--- src/rtl/drain_word_packer.sv ---
// Packs the drain reader's byte stream into tagged accumulator words and queues them for writeback.
// Word enters the FIFO one edge after its last byte; data_req drops while the FIFO has under two free slots.

module drain_word_fifo #(
  parameter int WIDTH = 8,
  parameter int DEPTH = 4
) (
  input  logic                     clk,
  input  logic                     rst,
  input  logic                     push,
  input  logic [WIDTH-1:0]         push_dat,
  input  logic                     pop,
  output logic [WIDTH-1:0]         head,
  output logic [$clog2(DEPTH):0]   count,
  output logic                     empty,
  output logic                     full
);
  localparam int AW = $clog2(DEPTH);
  localparam logic [AW:0] DEPTH_C = (AW+1)'(DEPTH);

  logic [WIDTH-1:0] mem [DEPTH];
  logic [AW-1:0]    wr_ptr;
  logic [AW-1:0]    rd_ptr;
  logic             do_push;
  logic             do_pop;

  assign empty   = (count == '0);
  assign full    = (count == DEPTH_C);
  assign do_pop  = pop && !empty;
  // A pop in the same cycle frees the slot, so a full FIFO can still take a push.
  assign do_push = push && (!full || do_pop);
  assign head    = mem[rd_ptr];

  always_ff @(posedge clk) begin
    if (rst) begin
      wr_ptr <= '0;
      rd_ptr <= '0;
      count  <= '0;
    end else begin
      if (do_push) wr_ptr <= wr_ptr + 1'b1;
      if (do_pop)  rd_ptr <= rd_ptr + 1'b1;
      case ({do_push, do_pop})
        2'b10:   count <= count + 1'b1;
        2'b01:   count <= count - 1'b1;
        default: count <= count;
      endcase
    end
  end

  always_ff @(posedge clk) begin
    if (do_push) mem[wr_ptr] <= push_dat;
  end
endmodule

module drain_word_packer #(
  parameter int ALPHA         = 4,
  parameter int ADD_DATAWIDTH = 16,
  parameter int X_SCALED      = 8,
  parameter int Y_SCALED      = 8,
  parameter int WFIFO_DEPTH   = 4,
  localparam int W  = ALPHA*ADD_DATAWIDTH,
  localparam int RW = $clog2(X_SCALED),
  localparam int CW = $clog2(Y_SCALED)
) (
  input  logic          clk,
  input  logic          rst,
  input  logic          drain_start,
  output logic          data_req,
  input  logic [7:0]    data_in,
  input  logic          data_valid,
  input  logic          transfer_complete,
  output logic [W-1:0]  out_word,
  output logic [CW-1:0] out_col,
  output logic [RW-1:0] out_row,
  output logic          out_last,
  output logic          out_valid,
  input  logic          out_ready,
  output logic          busy,
  output logic          done,
  output logic          err_short,
  output logic          err_overflow
);
  localparam int BPW   = W/8;
  localparam int BCW   = (BPW > 1) ? $clog2(BPW) : 1;
  localparam int TOTAL = X_SCALED*Y_SCALED;
  localparam int WCW   = $clog2(TOTAL+1);
  localparam int FW    = 1 + RW + CW + W;
  localparam int CNTW  = $clog2(WFIFO_DEPTH) + 1;

  localparam logic [BCW-1:0]  LAST_BYTE = BCW'(BPW-1);
  localparam logic [WCW-1:0]  TOTAL_C   = WCW'(TOTAL);
  localparam logic [RW-1:0]   ROW_MAX   = RW'(X_SCALED-1);
  localparam logic [CW-1:0]   COL_MAX   = CW'(Y_SCALED-1);
  localparam logic [CNTW-1:0] REQ_LIMIT = CNTW'(WFIFO_DEPTH-2);

  typedef enum logic [1:0] {IDLE, REQ, FLUSH, DONE} state_t;
  state_t state, state_nx;

  logic [W-1:0]    asm_q;
  logic [BCW-1:0]  byte_cnt;
  logic [WCW-1:0]  word_cnt;
  logic [RW-1:0]   row_q;
  logic [CW-1:0]   col_q;
  logic            pend_vld;
  logic [FW-1:0]   pend_dat;
  logic            err_short_q;
  logic            err_ovf_q;

  logic [W-1:0]    asm_nx;
  logic            accept;
  logic            word_cmpl;
  logic            tc_req;
  logic            partial;
  logic            new_word;
  logic            new_last;
  logic [WCW-1:0]  word_cnt_nx;
  logic            tile_end;
  logic            short_hit;
  logic            start_tile;

  logic [FW-1:0]   fifo_head;
  logic [CNTW-1:0] fifo_cnt;
  logic            fifo_empty;
  logic            fifo_full;
  logic            fifo_push;
  logic            fifo_pop;
  logic            drop;

  always_comb begin
    asm_nx      = asm_q;
    accept      = (state == REQ) && data_valid;
    word_cmpl   = accept && (byte_cnt == LAST_BYTE);
    tc_req      = (state == REQ) && transfer_complete;
    // The byte arriving with transfer_complete is folded in before the padding decision.
    partial     = tc_req && !word_cmpl && (accept || (byte_cnt != '0));
    new_word    = word_cmpl || partial;
    new_last    = partial || ((row_q == ROW_MAX) && (col_q == COL_MAX));
    word_cnt_nx = word_cnt + WCW'(new_word);
    tile_end    = tc_req || ((state == REQ) && (word_cnt_nx == TOTAL_C));
    short_hit   = tc_req && (partial || (word_cnt_nx < TOTAL_C));
    start_tile  = (state == IDLE) && drain_start;
    if (accept) begin
      for (int i = 0; i < BPW; i++) begin
        if (byte_cnt == BCW'(i)) asm_nx[8*i +: 8] = data_in;
      end
    end
  end

  assign fifo_pop  = !fifo_empty && out_ready;
  assign fifo_push = pend_vld && (!fifo_full || fifo_pop);
  assign drop      = pend_vld && fifo_full && !fifo_pop;

  always_ff @(posedge clk) begin
    if (rst) state <= IDLE;
    else     state <= state_nx;
  end

  always_comb begin
    state_nx = state;
    data_req = 1'b0;
    case (state)
      IDLE:  if (drain_start) state_nx = REQ;
      REQ: begin
        data_req = (fifo_cnt <= REQ_LIMIT);
        if (tile_end) state_nx = FLUSH;
      end
      FLUSH: if (fifo_empty && !pend_vld) state_nx = DONE;
      DONE:  state_nx = IDLE;
      default: state_nx = IDLE;
    endcase
  end

  always_ff @(posedge clk) begin
    if (rst) begin
      asm_q       <= '0;
      byte_cnt    <= '0;
      word_cnt    <= '0;
      row_q       <= '0;
      col_q       <= '0;
      pend_vld    <= 1'b0;
      pend_dat    <= '0;
      err_short_q <= 1'b0;
      err_ovf_q   <= 1'b0;
    end else begin
      // One-entry stage between assembly and FIFO; a dropped word still consumes its position.
      pend_vld <= new_word;
      if (new_word) pend_dat <= {new_last, row_q, col_q, asm_nx};
      if (start_tile) begin
        asm_q       <= '0;
        byte_cnt    <= '0;
        word_cnt    <= '0;
        row_q       <= '0;
        col_q       <= '0;
        err_short_q <= 1'b0;
        err_ovf_q   <= 1'b0;
      end else begin
        if (new_word) begin
          asm_q    <= '0;
          byte_cnt <= '0;
        end else if (accept) begin
          asm_q    <= asm_nx;
          byte_cnt <= byte_cnt + 1'b1;
        end
        word_cnt <= word_cnt_nx;
        if (new_word) begin
          if (col_q == COL_MAX) begin
            col_q <= '0;
            row_q <= row_q + 1'b1;
          end else begin
            col_q <= col_q + 1'b1;
          end
        end
        if (short_hit) err_short_q <= 1'b1;
        if (drop)      err_ovf_q   <= 1'b1;
      end
    end
  end

  drain_word_fifo #(
    .WIDTH (FW),
    .DEPTH (WFIFO_DEPTH)
  ) u_fifo (
    .clk      (clk),
    .rst      (rst),
    .push     (fifo_push),
    .push_dat (pend_dat),
    .pop      (fifo_pop),
    .head     (fifo_head),
    .count    (fifo_cnt),
    .empty    (fifo_empty),
    .full     (fifo_full)
  );

  assign out_valid = !fifo_empty;
  assign {out_last, out_row, out_col, out_word} = fifo_empty ? '0 : fifo_head;
  assign busy         = (state != IDLE);
  assign done         = (state == DONE);
  assign err_short    = err_short_q;
  assign err_overflow = err_ovf_q;
endmodule

--- config.mk ---
export PLATFORM = sky130hd
export DESIGN_NAME = drain_word_packer
export DESIGN_NICKNAME = d
export VERILOG_FILES = /design/src/rtl/drain_word_packer.sv
export SDC_FILE = /design/constraint.sdc
export NUM_CORES = 1
export LEC_CHECK = 0
export ABC_AREA = 1
export ABC_CLOCK_PERIOD_IN_PS = 4650
export CORE_MARGIN = 4
export CORE_UTILIZATION = 55
export CTS_BUF_LIST = sky130_fd_sc_hd__clkbuf_8
export CTS_CLUSTER_DIAMETER = 60
export DETAILED_ROUTE_END_ITERATION = 7
export GPL_ROUTABILITY_DRIVEN = 0
export PLACE_DENSITY_LB_ADDON = 0.1
export SYNTH_ARGS = -nofsm -noshare
export SYNTH_HDL_FRONTEND = slang
export SYNTH_HIERARCHICAL = 1
export SYNTH_SLANG_ARGS = --single-unit
--- constraint.sdc ---
create_clock -name clk -period 4.65 [get_ports clk]
set_input_delay 0.93 -clock clk [delete_from_list [all_inputs] [get_ports clk]]
set_output_delay 0.93 -clock clk [all_outputs]
set_load 0.1 [all_outputs]
==> results list <==
* Result of the run: finished, final reports clean
- Sum of overflow across all layers after global routing: 0
- Number of DRC violations after detailed routing: 0
- Upper clock frequency limit: 0.259 GHz
- Net count after synthesis: 1551
* Maximum single-stage delay on the critical path: 0.79 ns
- At the later pin of the worst-skew pair, clock insertion delay measures 0.59 ns.
- The first global-routing pass estimated 58100 um of wire.
- Setup TNS after final layout: 0 ns
* Worst-Margin Slew: 1.01 ns
- For this design, the CTS-stage hold fixing added 0 buffers.
- Share of the synthesized netlist area taken by xor and xnor gates: 0.000505
* Post-Synthesis Cell Area: 17300 um2
- Of the post-synthesis cell area, the part taken by muxes is 0.0369.
- Utilization of the core after routing: 0.639
- DR WL/cell: 17.7 um
- On the final layout, the worst hold slack is 0.441 ns.
- For this block, the routed nets add up to 36500 um of wire.
- Of the cells placed in the final design, the portion with a size suffix greater than 1 is 0.133.
* Dominant cells by area after synthesis: sky130_fd_sc_hd__edfxtp_1 (49%), sky130_fd_sc_hd__dfxtp_1 (19%), sky130_fd_sc_hd__nor2_1 (6.6%)
- Mean post-synth cell area: 11.4 um2
- Total Die Area: 34400 um2
- Async set or reset register ratio after synthesis: 0
- Walking the worst path, the cells encountered are inv_6 > o21ai_0 > o22ai_1 > inv_1 > nor2_1 > buf_4.
- Buffers inserted by post-CTS timing repair: 0
- R2R cell count: 17
- Starting DRC count in detailed routing: 740
- TritonCTS built the clock tree.
- The number of pins exceeding their max-slew limit in the final report is 0.
* Clock buffer count from CTS: 72
- Post-synthesis compound-gate area fraction: 0.0984
- 91 I/O pins were placed.
- Summed over all nets, wire length on met2 after detailed routing comes to 17700 um.
* Period minus WS final: 3.86 ns
* Primary FF master, synth: sky130_fd_sc_hd__edfxtp_1
- Clock-pin slew was measured on the worst setup and hold paths at 0.06 ns.
- Final nets: 1640
- Leakage Power: 7.78 nW
* Area share of and/or/nand/nor cells after synthesis: 0.108
- Highest ir drop seen on vdd: 0.000402 V
- Combinational family with the most area after synthesis: simple AND/OR/NAND/NOR gates
- For this run, the register share of the synthesized area comes to 0.682.
- Setup violations remaining at the end of the flow were counted as 0.
* Total number of vias: 11100
- Top library cells by usage in the layout, fill and taps aside: sky130_fd_sc_hd__nor2_1 (303), sky130_fd_sc_hd__edfxtp_1 (284), sky130_fd_sc_hd__o21ai_0 (177), sky130_fd_sc_hd__dfxtp_1 (163), sky130_fd_sc_hd__inv_1 (138)
- Number of sinks on the clock net: 449
- In this run the standard cell core region covers 30800 um2.
- Library cell occupying the most area in the post-synthesis netlist: sky130_fd_sc_hd__edfxtp_1
* Distinct cell type count after synthesis: 40
- In this run the top signal layer used is met4.
- Filler instances: 2472
* Fin crit share: 0.830
- Vias per cell: 5.41
* Level count of the clock H-tree: 3
* Worst path slowest cell: sky130_fd_sc_hd__inv_6
- Entering global routing, the biggest net connects 137 pins.
* Number of gates resized after CTS: 0
- In this run the tool buffered the top-level ports with 90 buffer cells.
* Post-synth top area share: 0.492
- Summing all non-filler instances in the final layout gives an area of 19700 um2.
* Detailed-routing iteration count for the pre-antenna-repair pass: 5
- Routed wire length on met3: 1880 um
* Clock Skew: 0.0185 ns
- Type of the setup path with the least slack: flip-flop to primary output
- Vertical die dimension: 186 um
- Unrepaired setup endpoints after global routing: no
- Number of instances in the synthesized netlist: 1515
- Number of instances on the worst hold path: 1
- Data on the critical path is required at its endpoint by 3.72 ns.
- Once detail routing completed, the nets flagged for antenna violations numbered 0.
- The final count of hold timing violations is 0.
- The worst setup path is captured at a primary output.
- The initialized floorplan defines 64 standard-cell rows.
- All-Layer GR Usage: 0.214
- Post-synthesis share of cell area spent on full adders, half adders and majority gates: 0.0163
- Detailed placer's ending HPWL: 19700 um
- Initial core utilization: 0.562
- Overall power consumption after layout is estimated at 8.87 mW.
* Ant diodes: 0
- Count of state elements after synthesis: 449
- Number of global-route vias before repair: 11000
- The tightest min-delay check is of the flip-flop to flip-flop type.
* Power per standard cell area: 450 nW/um2
* Number of buffers between clock root and the deepest sink: 3
- Initial antenna violation count: 0
* Arrival time of data at the critical path endpoint: 2.93 ns
- Crit Path Max Fanout: 136
- From synthesis to final layout, the design area changed by 13.6%.
- Cell area reported after detailed placement: 18300 um2
* Max-cap check violation count: 0
- The die is 186 um wide.
- Most common cell after layout, fill and taps aside: sky130_fd_sc_hd__nor2_1
* Metal1 wirelength: 16300 um
- The worst setup path is launched from a flip-flop.
* Clock tree root buffer cell: sky130_fd_sc_hd__clkbuf_8
* Count of yosys warnings during synthesis: 6
- EDFF count, synth: 284
- Relative slew margins: 0.325
==> power breakdown <==
group / internal, mW / switching [mW] / total, mW
Combinational: 0.254 / 1.04 / 1.29
Clock: 1.78 / 1.49 / 3.27
Sequential: 4.27 / 0.0347 / 4.30
Total: 6.30 / 2.57 / 8.87
==> synth_stat cells (21+ instances only) <==
library cell and number:
sky130_fd_sc_hd__edfxtp_1 284, sky130_fd_sc_hd__nand3_1 80, sky130_fd_sc_hd__clkbuf_1 38, sky130_fd_sc_hd__dfxtp_1 165, sky130_fd_sc_hd__o21ai_0 177, sky130_fd_sc_hd__ha_1 21
sky130_fd_sc_hd__o22ai_1 71, sky130_fd_sc_hd__nor2_1 307, sky130_fd_sc_hd__a21oi_1 21, sky130_fd_sc_hd__inv_1 108, sky130_fd_sc_hd__o21ai_1 43, sky130_fd_sc_hd__nand2_1 42
sky130_fd_sc_hd__mux2i_1 64
==> worst paths after layout <==
| path | startpoint | end | slack [ns] |
|---|---|---|---|
| hold / removal | u_fifo/rd_ptr[1] | flip-flop | 0.44 |
| setup reg to reg | state[1] | state[0] | 1.82 |
| hold reg to reg | u_fifo/rd_ptr[1] | flip-flop | 0.44 |
| setup / recovery | flip-flop | out_word[20] | 0.79 |
==> metal layers <==
metal,track usage,vias to the layer above
met1,0.287,5392
met3,0.0440,46
met5,0,-
li1,-,5448
met2,0.361,258
met4,0.0554,0
==> sequential cells by signal (all words and copies together) (netlist names), named ones only <==
register / flops
word_cnt: 7
err_short: 1
byte_cnt: 3
pend_vld: 1
row_q: 3
u_fifo/mem: 284
asm_q: 64
err_overflow: 1
pend_dat: 71
col_q: 3
u_fifo/wr_ptr: 2
u_fifo/rd_ptr: 2
state: 2
u_fifo/count: 3
==> area by class of cell <==
| type | instances | area, um2 | share of cell area |
|---|---|---|---|
| repair buffers | 107 | 926 | 0.0470 |
| clock inverters | 46 | 231 | 0.0118 |
| well taps | 396 | 495 | 0.0252 |
| clock buffers | 88 | 1210 | 0.0615 |
| multi-input cells | 856 | 4540 | 0.231 |
| inverters | 118 | 453 | 0.0230 |
| flip-flops and latches | 449 | 11800 | 0.601 |
==> kinds of logic (layout without fill, tap and decap cells) <==
logic type,count (synthesis),after routing
muxes,64,64
DFF,449,449
buffers and inverters,210,359
adders and majority gates,22,22
AOI/OAI and AO/OA,319,319
xor gates and xnor gates,1,1
and+or+nand+nor,450,450
==> critical path, delay by kind of cell (launching register included) <==
family | cells | cell delay [ns]
simple gates | 1 | 0.10
flops | 1 | 0.49
compound gates | 2 | 0.55
buf+inv | 3 | 1.17
==> metrics by stage <==
stage               worst slack, ns  cells
finish                        0.790   2060
global route                  0.573   2060
CTS                           0.770   2060
detailed placement             1.09   1926
global placement               1.16   1926
floorplan                    -0.905   1515
Power figures use the tool's default switching activity.
